`src/rtl/krnl_partialknn_local_sp_reader.sv`:
```
// -----------------------------------------------------------------------------
// krnl_partialknn_local_sp_reader
//
// Read-side initiator for a single-port local URAM buffer. On start it walks
// len consecutive words from base_addr (address wraps at AddressRange). It
// absorbs the fixed memory read latency and streams the words out on a
// valid/ready interface with backpressure.
//
// Reads are credit limited: a read is only issued while the words in flight,
// buffered in the skid FIFO and held in the output register number fewer
// than FifoDepth. A word accepted downstream in the same cycle frees its
// credit immediately, so m_ready held high sustains one word per cycle.
//
// Ports
//   clk, reset_n         clock, asynchronous active-low reset
//   start, base_addr,    transfer request; base_addr and len are sampled with
//   len                  start in IDLE only
//   busy, done           transfer in progress / one-cycle completion pulse
//   address0, ce0,       memory port (write side tied off)
//   we0, d0, q0
//   m_data, m_valid,     output stream; m_last marks the final word
//   m_ready, m_last
// -----------------------------------------------------------------------------
module krnl_partialknn_local_sp_reader #(
    parameter int DataWidth    = 256,
    parameter int AddressWidth = 11,
    parameter int AddressRange = 2048,
    parameter int ReadLatency  = 2,
    parameter int FifoDepth    = ReadLatency + 2
) (
    input  logic                    clk,
    input  logic                    reset_n,
    input  logic                    start,
    input  logic [AddressWidth-1:0] base_addr,
    input  logic [AddressWidth:0]   len,
    output logic                    busy,
    output logic                    done,
    output logic [AddressWidth-1:0] address0,
    output logic                    ce0,
    output logic                    we0,
    output logic [DataWidth-1:0]    d0,
    input  logic [DataWidth-1:0]    q0,
    output logic [DataWidth-1:0]    m_data,
    output logic                    m_valid,
    input  logic                    m_ready,
    output logic                    m_last
);

    localparam int PtrW = (FifoDepth > 1) ? $clog2(FifoDepth) : 1;
    localparam int CntW = $clog2(FifoDepth + 1);
    localparam int CrW  = $clog2(FifoDepth + ReadLatency + 2) + 1;

    typedef enum logic [1:0] {
        IDLE  = 2'd0,
        READ  = 2'd1,
        DRAIN = 2'd2
    } state_t;

    state_t state, state_nxt;

    logic [AddressWidth-1:0] cur_addr;
    logic [AddressWidth:0]   remaining;
    logic [ReadLatency-1:0]  vld_sr;
    logic [ReadLatency-1:0]  last_sr;
    logic                    zero_pend;

    logic [DataWidth-1:0]    fifo_data [FifoDepth];
    logic [FifoDepth-1:0]    fifo_last;
    logic [PtrW-1:0]         wr_ptr, rd_ptr;
    logic [CntW-1:0]         fifo_cnt;

    logic                    accept, accept_zero, hs, push, pop, issue, finish;
    logic [CrW-1:0]          outstanding;

    function automatic logic [PtrW-1:0] ptr_inc(input logic [PtrW-1:0] p);
        return (p == PtrW'(FifoDepth - 1)) ? '0 : p + 1'b1;
    endfunction

    function automatic logic [AddressWidth-1:0] addr_inc(input logic [AddressWidth-1:0] a);
        return (a == AddressWidth'(AddressRange - 1)) ? '0 : a + 1'b1;
    endfunction

    assign we0 = 1'b0;
    assign d0  = '0;

    assign accept      = (state == IDLE) && start && (len != '0);
    assign accept_zero = (state == IDLE) && start && (len == '0);
    assign hs          = m_valid && m_ready;
    assign push        = vld_sr[ReadLatency-1];
    assign pop         = (fifo_cnt != '0) && (!m_valid || m_ready);
    assign finish      = (state == DRAIN) && hs && m_last;

    // Words owned by this block: in flight, buffered, and in the output register.
    always_comb begin
        outstanding = CrW'(fifo_cnt) + CrW'(m_valid);
        for (int i = 0; i < ReadLatency; i++) begin
            outstanding = outstanding + CrW'(vld_sr[i]);
        end
    end

    assign issue = (state == READ) && ((outstanding - CrW'(hs)) < CrW'(FifoDepth));

    always_comb begin
        state_nxt = state;
        case (state)
            IDLE:    if (accept) state_nxt = READ;
            READ:    if (issue && (remaining == (AddressWidth + 1)'(1))) state_nxt = DRAIN;
            DRAIN:   if (finish) state_nxt = IDLE;
            default: state_nxt = IDLE;
        endcase
    end

    always_ff @(posedge clk or negedge reset_n) begin
        if (!reset_n) begin
            state     <= IDLE;
            busy      <= 1'b0;
            done      <= 1'b0;
            zero_pend <= 1'b0;
            ce0       <= 1'b0;
            address0  <= '0;
            cur_addr  <= '0;
            remaining <= '0;
            vld_sr    <= '0;
            last_sr   <= '0;
            wr_ptr    <= '0;
            rd_ptr    <= '0;
            fifo_cnt  <= '0;
            m_valid   <= 1'b0;
            m_data    <= '0;
            m_last    <= 1'b0;
        end else begin
            state     <= state_nxt;
            zero_pend <= accept_zero;
            done      <= finish || zero_pend;

            if (accept) begin
                busy      <= 1'b1;
                cur_addr  <= base_addr;
                remaining <= len;
            end else if (finish) begin
                busy <= 1'b0;
            end

            // Issue stage: one read per credit.
            ce0 <= issue;
            if (issue) begin
                address0  <= cur_addr;
                cur_addr  <= addr_inc(cur_addr);
                remaining <= remaining - 1'b1;
            end

            // Latency stage: tags march alongside the memory pipeline.
            vld_sr[0]  <= issue;
            last_sr[0] <= issue && (remaining == (AddressWidth + 1)'(1));
            for (int i = 1; i < ReadLatency; i++) begin
                vld_sr[i]  <= vld_sr[i-1];
                last_sr[i] <= last_sr[i-1];
            end

            // Skid FIFO stage.
            if (push) wr_ptr <= ptr_inc(wr_ptr);
            if (pop)  rd_ptr <= ptr_inc(rd_ptr);
            fifo_cnt <= fifo_cnt + CntW'(push) - CntW'(pop);

            // Output stage: reload only when empty or being accepted.
            if (!m_valid || m_ready) begin
                m_valid <= (fifo_cnt != '0);
                if (fifo_cnt != '0) begin
                    m_data <= fifo_data[rd_ptr];
                    m_last <= fifo_last[rd_ptr];
                end
            end
        end
    end

    // FIFO storage carries no reset; occupancy is tracked by the control above.
    always_ff @(posedge clk) begin
        if (push) begin
            fifo_data[wr_ptr] <= q0;
            fifo_last[wr_ptr] <= last_sr[ReadLatency-1];
        end
    end

    a_no_overflow: assert property (@(posedge clk) disable iff (!reset_n)
        !(push && !pop && (fifo_cnt == CntW'(FifoDepth))));

endmodule

```
`config.mk`:
```
export PLATFORM = sky130hd
export DESIGN_NAME = krnl_partialknn_local_sp_reader
export DESIGN_NICKNAME = d
export VERILOG_FILES = /design/src/rtl/krnl_partialknn_local_sp_reader.sv
export SDC_FILE = /design/constraint.sdc
export NUM_CORES = 1
export LEC_CHECK = 0
export ABC_AREA = 1
export BUFFER_PORTS_ARGS = -buffer_cell sky130_fd_sc_hd__clkbuf_2
export CELL_PAD_IN_SITES_DETAIL_PLACEMENT = 0
export CELL_PAD_IN_SITES_GLOBAL_PLACEMENT = 1
export CORE_MARGIN = 4
export CORE_UTILIZATION = 49
export CTS_CLUSTER_SIZE = 16
export DETAILED_ROUTE_END_ITERATION = 8
export PLACE_DENSITY = 0.84
export SLEW_MARGIN = 20
export SYNTH_ARGS = -nofsm -noshare
export SYNTH_HDL_FRONTEND = slang
export SYNTH_SLANG_ARGS = --single-unit
```
`constraint.sdc`:
```
create_clock -name clk -period 16.46 [get_ports clk]
set_input_delay 0.823 -clock clk [delete_from_list [all_inputs] [get_ports clk]]
set_output_delay 0.823 -clock clk [all_outputs]
set_load 0.05 [all_outputs]
```
==> results of run 1 <==
[kinds of logic (layout without fill, tap and decap cells)]
group	count (synthesis)	count (layout)	share of synthesized area
other cells	1	292	0.00007167
compound gates	816	816	0.08456
fa+ha+maj	17	17	0.004352
xor+xnor	8	8	0.001339
flops	1336	1336	0.7373
buf+inv	550	892	0.06265
simple gates	1507	1507	0.1097
[power groups by stage]
stage               clock network [mW]  registers (mW)  logic [mW]
floorplan                            0            6.28        2.54
global placement                     0            5.04        4.87
detailed placement                   0            5.07        4.94
CTS                               3.07            5.01        4.95
global route                      3.22            5.09        5.36
finish                            3.01            5.01        4.89
[final cells by class]
class,instances,share of cell area
antenna,35,0.001469
clock buffer,185,0.06243
clock inverter,66,0.01171
inverter,56,0.004282
multi-input combinational,2605,0.1917
sequential,1336,0.6473
tap,1391,0.02920
timing repair buffer,585,0.05185
[layout by cell type (no fill, tap or decap), types with 25 or more instances in the layout]
| master | count |
|---|---|
| clkbuf_1 | 39 |
| o21ai_0 | 532 |
| nor2_1 | 1328 |
| nand3_1 | 33 |
| inv_1 | 49 |
| diode_2 | 35 |
| buf_4 | 25 |
| dfrtp_1 | 306 |
| a31oi_1 | 256 |
| nand2_1 | 130 |
| clkbuf_2 | 553 |
| clkbuf_16 | 139 |
| edfxtp_1 | 1028 |
| conb_1 | 257 |
[per-stage QoR]
step / utilization / std cells / instance area, um^2
after CTS: 0.5630 / 6224 / 59520
after global placement: 0.5212 / 5973 / 55100
after detailed placement: 0.5212 / 5973 / 55100
after global routing: 0.5636 / 6248 / 59580
final: 0.5638 / 6259 / 59610
after floorplan: - / 4491 / 53280
[critical path, stage by stage, from the launching register on]
cell and delay, ns:
dfrtp_1 0.40, inv_1 0.10, ha_1 0.15, nand2_1 0.12, inv_8 0.55, buf_4 0.85
buf_4 0.84
[flip-flops by register name, summed over array words and instances, names as in the netlist]
| signal | flops |
|---|---|
| address0 | 11 |
| busy | 1 |
| cur_addr | 11 |
| done | 1 |
| fifo_cnt | 3 |
| fifo_data | 1024 |
| fifo_last | 4 |
| last_sr | 2 |
| m_data | 256 |
| m_last | 1 |
| m_valid | 1 |
| rd_ptr | 2 |
| remaining | 12 |
| state | 2 |
| vld_sr | 2 |
| wr_ptr | 2 |
| zero_pend | 1 |
[routing by layer]
layer | up-vias | part of all wire | track usage
met2 | 1034 | 0.51 | 0.3775
met5 | - | 0.00060 | 0
met4 | 10 | 0.039 | 0.09803
met1 | 15600 | 0.38 | 0.2557
met3 | 242 | 0.070 | 0.06056
li1 | 15290 | - | -
[path summary, 6_finish.rpt]
check                      cells past startpoint                end  slack, ns  startpoint
max                                            6  fifo_data[1][182]      12.72   wr_ptr[1]
min                                            1        m_data[186]       0.03     reset_n
max reg2reg                                    6  fifo_data[1][182]      12.72   wr_ptr[1]
min reg2reg                                    2               done       0.44   zero_pend
max in group asynchronous                      3         m_data[10]      14.20     reset_n
min in group clk                               1   fifo_data[1][99]       0.28      q0[99]
[synth_stat cells (3+ instances only)]
cell type and n:
or2_1 3, inv_1 53, buf_1 19, buf_4 300, nand2_1 130, nand3_1 33, nand4_1 4, a21oi_1 11
edfxtp_1 1028, a31oi_1 256, ha_1 15, clkbuf_1 105, xor2_1 5, nor2_1 1328, o21ai_0 532, o21ai_1 14
or2_2 4, inv_2 3, dfrtp_1 308, buf_2 70, xnor2_1 3
==> reports/results.tsv, run 1 <==
metric	value	unit
numCtsBuffers	136	
clock_latency	0.76	ns
drt_first_pass_iters	5	
cts_root_buf	clkbuf_16	
fin_skew	0.03333	ns
dieWidth	334.8	um
die_y	334.8	um
cts_setup_buffers	0	
post_cts_resized	0	
synth_edf_count	1028	
switching_share	0.4196	
layout_setup_ws	12.72	ns
cts.sinks	1336	
post-route-period-util	0.2274	
dr.first_iter.drc_count	2149	
path_clk_slew	0.06	ns
synthCells	4235	
seqPwrFrac	0.388	
dr_total_vias	32170	
cts_htree_levels	4	
portBuffers	554	
setup_viol	0	
arrival	4.09	ns
internal_power	7.494	mW
register_area	0.03858	mm^2
path_class	flop to flop	
synth_area_leaders	edfxtp_1, dfrtp_1, nor2_1, o21ai_0, buf_4	
whs	0.02720	ns
leakage	22.59	nW
yosysTopAreaCell	edfxtp_1	
dp_worst_setup_slack	12.57	ns
switchingPower	5.418	mW
fillers	8557	
fin_nets	5020	
worst_pin_slew	1.141	ns
multi_input_area	0.01143	mm^2
slew_viol_final	0	
pwr-share-comb	0.379	
outcome	finished clean	
antenna_found_initial	38	
layout-drive-gt1-share	0.1651	
ys_warn_count	0	
p_per_area	216.6	mW/mm^2
vias_per_cell	5.140	
grt_pass1_wl	184700	um
cp-start-kind	flop	
cts_max_path_buffers	3	
fp.coreArea	0.1057	mm^2
hold_violations	0	
syn_avg_cell_area	12.35	um^2
power_frac_clock	0.233	
clock.fmax	267.1	MHz
drt_wl_total	125400	um
syn-cell-area	0.05232	mm^2
ys_seq_area_frac	0.7373	
power	12.91	mW
synth.distinct_cells	30	
peakVddDrop	0.0002113	V
cts_tree	done	
syn2layout_area_growth	13.92	%
io_pins	812	
endpoint_kind	flop	
gp_congestion	0.8066	
synth_flop_cell	edfxtp_1	
start_util	0.4949	
synth_top_area_frac	0.5900	
grt.total_usage	0.2185	
maxCapViolCount	0	
worstHoldPathType	primary input to asynchronous set/reset pin	
die_area	0.1121	mm^2
hpwlAfterDp	72800	um
grt_max_degree	256	
required	16.81	ns
synthArstFlopShare	0.2305	
row_count	119	
ys_ff_latch	1336	
ant_nets	0	
min_period	3.744	ns
drc	0	
max_slew_margin	0.2394	
grt_pass1_vias	30020	
postCtsHoldBufs	0	
rsz0062_at_grt	false	
final.setup.tns	0	ns
critPathMaxFanout	102	
avgRoutedWirePerCell	20.04	um
grt_overflow_total	0	
(Power assumes the default switching activity.)
==> run 2: changes to the inputs <==
--- a/config.mk
+++ b/config.mk
@@ -10,10 +10,10 @@
 export CELL_PAD_IN_SITES_DETAIL_PLACEMENT = 0
 export CELL_PAD_IN_SITES_GLOBAL_PLACEMENT = 1
 export CORE_MARGIN = 4
-export CORE_UTILIZATION = 49
+export CORE_UTILIZATION = 41
 export CTS_CLUSTER_SIZE = 16
 export DETAILED_ROUTE_END_ITERATION = 8
-export PLACE_DENSITY = 0.84
+export PLACE_DENSITY = 0.75
 export SLEW_MARGIN = 20
 export SYNTH_ARGS = -nofsm -noshare
 export SYNTH_HDL_FRONTEND = slang
==> constraint.sdc (replaced) <==
create_clock -name clk -period 3.15 [get_ports clk]
set_input_delay 0.1575 -clock clk [delete_from_list [all_inputs] [get_ports clk]]
set_output_delay 0.1575 -clock clk [all_outputs]
set_load 0.05 [all_outputs]
==> reports/results.tsv, run 2 (synthesis results as in run 1) <==
metric	value	unit	change
outcome	finished clean		
die_area	0.1334	mm^2	+19%
grt_max_degree	191		-25%
drt_wl_total	132500	um	+5.6%
worst_pin_slew	1.278	ns	+0.1368 ns
clock_latency	0.75	ns	about the same
peakVddDrop	0.001226	V	+480%
path_clk_slew	0.06	ns	about the same
multi_input_area	0.01145	mm^2	+0.20%
critPathSlowestCell	dfrtp_1		
start_util	0.4145		-0.08041
largest_reg_flops	1024		unchanged
regMostFlops	fifo_data		
drc	0		unchanged
slew_viol_final	0		unchanged
cts_tree	done		
hpwlAfterDp	80200	um	+10%
gp_congestion	0.7965		-1.3%
dr.first_iter.drc_count	2242		+4.3%
syn2layout_area_growth	21.51	%	
path_class	flop to flop		
fin_nets	5354		+6.7%
rsz0062_at_grt	false		
post-route-period-util	0.8643		+0.6369
grt_overflow_total	0		unchanged
cp-start-kind	flop		
io_pins	812		unchanged
r2r_slack	0.43	ns	-12.29 ns
maxCapViolCount	0		unchanged
min_period	2.723	ns	-1.021 ns
cp-startpoint	m_valid		
grt_pass1_vias	31850		+6.1%
grt.total_usage	0.1958		-0.02268
register_area	0.03858	mm^2	unchanged
numCtsBuffers	141		+3.7%
reg_top3	fifo_data: 1024 flops, m_data: 256 flops, remaining: 12 flops		
vias_per_cell	4.866		-5.3%
path_cells	nand2_1 -> inv_1 -> ha_1 -> inv_1 -> fa_1 -> ha_1 -> nand3_1 -> nand3_1 -> nand2_1 -> nor2_1 -> nand2_1 -> buf_12 -> or2_2 -> nand3_1		
setup_viol	0		unchanged
worstReg2RegEnd	remaining[1]		
layout_commonest_cell	nor2_1		
fillers	10800		+26%
dr_total_vias	33270		+3.4%
grt_pass1_wl	197700	um	+7.0%
die_y	365.2	um	+9.1%
layout-drive-gt1-share	0.1641		-0.001028
cp-endpoint	remaining[1]		
ant_nets	0		unchanged
row_count	130		+9.2%
portBuffers	554		unchanged
cts_setup_buffers	0		unchanged
clock.fmax	367.3	MHz	+37%
fp.coreArea	0.1262	mm^2	+19%
power	69.05	mW	+430%
drt_first_pass_iters	5		unchanged
final.setup.tns	0	ns	unchanged
antenna_found_initial	26		-32%
fin_skew	0.03579	ns	+0.002460 ns
leakage	24.12	nW	+6.8%
reg2reg_depth	14		+8
dieWidth	365.2	um	+9.1%
cpPeakStageDelay	0.43	ns	-0.42 ns
arrival	3.39	ns	-0.70 ns
critPathMaxFanout	41		-60%
r2r_start	m_valid		
cts_root_buf	clkbuf_16		
required	3.82	ns	-12.99 ns
cts_max_path_buffers	3		unchanged
cts.sinks	1336		unchanged
max_slew_margin	0.1483		-0.09117
endpoint_kind	flop		
worstHoldPathType	primary input to asynchronous set/reset pin		
p_per_area	1086	mW/mm^2	+400%
avgRoutedWirePerCell	19.37	um	-3.3%
cts_htree_levels	4		unchanged
layout_common_cells	nor2_1, edfxtp_1, clkbuf_2, o21ai_0, dfrtp_1		
hold_violations	0		unchanged
run 2: cell count changes in the layout (fill, tap and decap cells not counted), moves of 7 or more:
cell / change
dlygate4sd3_1: +283
buf_12: +32
diode_2: -16
buf_4: +13
clkbuf_1: +11
clkinv_2: -7
run 2: report_power, final:
group          switching (mW)  internal (mW)  total (mW)  leakage (nW)
clock                    6.68           9.40        16.1          2.19
combinational            20.2           6.72        26.9          9.05
sequential               1.91           24.2        26.1          12.9
run 2: worst min-delay path by stage:
stage	to	start	slack [ns]
final	m_data[145]	reset_n	0.09
after global routing	m_data[156]	reset_n	0.11
after CTS	m_data[156]	reset_n	0.02
after detailed placement	m_data[185]	reset_n	0.29
after global placement	m_data[185]	reset_n	0.29
after floorplan	address0[0]	reset_n	-0.14
run 2: cell type report:
type	instances	area share
clock buffer	202	0.06136
clock inverter	55	0.009683
antenna	19	0.0007478
multi-input combinational	2605	0.1801
timing repair buffer	914	0.1050
inverter	56	0.003779
tap	1650	0.03247
sequential	1336	0.6069
run 2: timing repair:
action,in CTS,in global routing
gates resized for setup,0,1
hold buffers,283,0
endpoints found under the hold margin,1206,0
setup endpoints to repair,0,11
run 2: routing by layer:
layer	vias up	global-route usage	routed length (um)
met5	-	0	80
met4	14	0.07371	4718
met3	239	0.04627	8559
met2	985	0.3390	66600
met1	16080	0.2386	52500
li1	15950	-	-
run 2: critical path: cells and delay by family (launching register included):
family                   cells  cell delay [ns]
AND/OR/NAND/NOR              8             1.00
buffers and inverters        3             0.28
adder cells (fa/ha/maj)      3             0.95
flip-flops                   1             0.43
run 2: per-stage QoR:
stage	utilization	instances	cell area, um^2	hold slack (ns)	worst slack, ns
final	0.5037	6837	63580	0.09475	0.4275
after global routing	0.5036	6831	63560	0.1145	0.06988
after CTS	0.5033	6818	63520	0.02058	0.1907
after detailed placement	0.4450	6278	56170	0.2859	0.2200
after global placement	0.4450	6278	56170	0.2924	0.2233
after floorplan	-	4491	53320	-0.1381	-1.771
==> run 3: changes to the inputs <==
--- a/config.mk
+++ b/config.mk
@@ -13,7 +13,7 @@
 export CORE_UTILIZATION = 41
 export CTS_CLUSTER_SIZE = 16
 export DETAILED_ROUTE_END_ITERATION = 8
-export PLACE_DENSITY = 0.75
+export PLACE_DENSITY = 0.87
 export SLEW_MARGIN = 20
 export SYNTH_ARGS = -nofsm -noshare
 export SYNTH_HDL_FRONTEND = slang
==> reports/results.tsv, run 3 (synthesis results as in run 1) <==
metric	value	unit	change
power_frac_clock	0.231		-0.002
fin_skew	0.02805	ns	-0.007745 ns
setup_viol	0		unchanged
vias_per_cell	4.995		+2.7%
rsz0062_at_grt	false		
peakVddDrop	0.0009456	V	-23%
place_inst	6276		-0.032%
drt_first_pass_iters	6		+1
hpwlAfterDp	79340	um	-1.1%
maxCapViolCount	0		unchanged
grt_overflow_total	0		unchanged
layout-drive-gt1-share	0.1668		+0.002741
layout_commonest_cell	nor2_1		
stdcell_count	6848		+0.16%
die_y	365.2	um	unchanged
p_per_area	1087	mW/mm^2	+0.11%
worst_pin_slew	1.171	ns	-0.1062 ns
drc	0		unchanged
critPathMaxFanout	23		-44%
grt.total_usage	0.1966		+0.0007813
endpoint_kind	flop		
path_class	flop to flop		
required	3.78	ns	-0.04 ns
final_area	0.06360	mm^2	about the same
pwr-share-comb	0.392		+0.003
portBuffers	554		unchanged
internal_power	40.05	mW	-0.63%
ant_nets	0		unchanged
cts.sinks	1336		unchanged
io_pins	812		unchanged
utilization	0.5039		about the same
path_cells	nand2_1 -> inv_1 -> ha_1 -> inv_1 -> fa_1 -> ha_1 -> nand3_1 -> nand2_1 -> nand2_1 -> nand3_1 -> nor2_2 -> buf_4 -> nand2_1 -> nand2_1 -> nand2_1		
layout_common_cells	nor2_1, edfxtp_1, clkbuf_2, o21ai_0, dfrtp_1		
syn2layout_area_growth	21.55	%	about the same
path_clk_slew	0.06	ns	about the same
slew_viol_final	0		unchanged
cts_max_path_buffers	3		unchanged
cts_htree_levels	4		unchanged
min_period	2.732	ns	+0.009610 ns
grt_pass1_wl	198500	um	+0.42%
cts_tree	done		
power	69.15	mW	+0.14%
seqPwrFrac	0.377		about the same
start_util	0.4145		unchanged
place_area	0.05618	mm^2	about the same
dieWidth	365.2	um	unchanged
gp_congestion	0.8114		+1.9%
clock_latency	0.76	ns	about the same
switching_share	0.4208		+0.004470
outcome	finished clean		
cts_root_buf	clkbuf_16		
clock.fmax	366.0	MHz	-0.35%
max_slew_margin	0.2190		+0.07077
cpPeakStageDelay	0.42	ns	about the same
worstHoldPathType	primary input to flop		
hold_violations	0		unchanged
leakage	24.12	nW	about the same
cp-start-kind	flop		
largest_reg_flops	1024		unchanged
numCtsBuffers	140		-0.71%
fp.coreArea	0.1262	mm^2	unchanged
cp_common_cell	nand2_1		
row_count	130		unchanged
dr.first_iter.drc_count	2489		+11%
grt_pass1_vias	32880		+3.2%
critPathSlowestCell	dfrtp_1		
dr_total_vias	34210		+2.8%
arrival	3.37	ns	-0.02 ns
grt_max_degree	217		+14%
fin_nets	5354		unchanged
die_area	0.1334	mm^2	unchanged
reg_top3	fifo_data: 1024 flops, m_data: 256 flops, remaining: 12 flops		
switchingPower	29.10	mW	+1.2%
avgRoutedWirePerCell	19.56	um	+0.99%
drt_wl_total	134000	um	+1.2%
post-route-period-util	0.8674		+0.003051
regMostFlops	fifo_data		
antenna_found_initial	30		+15%
-- run 3: cell count changes in the layout (fill, tap and decap cells not counted), moves of 2 or more --
cell           before  now
inv_16              0    4
clkbuf_16         144  141
clkinv_4            1    3
dlygate4sd3_1     283  285
buf_12             38   41
clkbuf_1           50   36
bufinv_16           9    7
diode_2            19   31
buf_4              38   35
clkinvlp_4          5   10
clkinv_1           18   16
clkinv_8            4    2
clkinv_2           16   26
-- run 3: area by class of cell --
cell class              instances  area, um^2
diodes                         31       77.57
repair buffers                915        6719
well taps                    1650        2064
multi-input cells            2605       11450
flip-flops and latches       1336       38580
clock inverters                69       670.6
clock buffers                 186        3787
inverters                      56       240.2
fillers                     10500       62620
-- run 3: timing repair --
item | 4_1_cts | 5_1_grt
setup buffers | 0 | 0
endpoints found under the setup margin | 0 | 10
gates resized for setup | 0 | 2
hold buffers | 286 | 0
hold endpoints to repair | 1360 | 0
-- run 3: metrics by stage --
stage | setup slack (ns) | setup TNS, ns | hold WS, ns
global route | 0.1221 | 0 | 0.1122
global placement | 0.2473 | 0 | 0.2076
floorplan | -1.771 | -1808.02 | -0.1381
CTS | 0.2233 | 0 | 0.07400
finish | 0.4178 | 0 | 0.1570
detailed placement | 0.2477 | 0 | 0.2035
-- run 3: critical path: cells and delay by family (launching register included) --
family,cells,cell delay [ns]
simple gates,9,0.87
fa+ha+maj,3,0.94
flops,1,0.42
buf+inv,3,0.37
-- run 3: power groups by stage --
stage          clock network, mW  logic [mW]  registers, mW
2_1_floorplan                  0        13.3           32.5
3_3_place_gp                   0        26.5           26.2
3_5_place_dp                   0        26.9           26.3
4_1_cts                     16.3        27.3           26.0
5_1_grt                     17.1        29.6           26.5
6_report                    16.0        27.1           26.0
-- run 3: worst paths after layout --
kind                       cells past startpoint          endpoint       from  slack [ns]
max                                           15          state[0]    m_valid        0.42
min                                            2  fifo_data[2][43]     q0[43]        0.16
max reg2reg                                   15          state[0]    m_valid        0.42
min reg2reg                                    2              done  zero_pend        0.44
max in group asynchronous                      4       address0[3]    reset_n        1.84
min in group asynchronous                      3         m_data[6]    reset_n        0.51
-- run 3: metal layers --
metal | global-route usage | wire length, um | up-vias
met4 | 0.09898 | 6623 | 2
met2 | 0.3425 | 68300 | 1316
met1 | 0.2272 | 49060 | 16640
met3 | 0.04651 | 9983 | 294
met5 | 0 | 13 | -
li1 | - | - | 15950
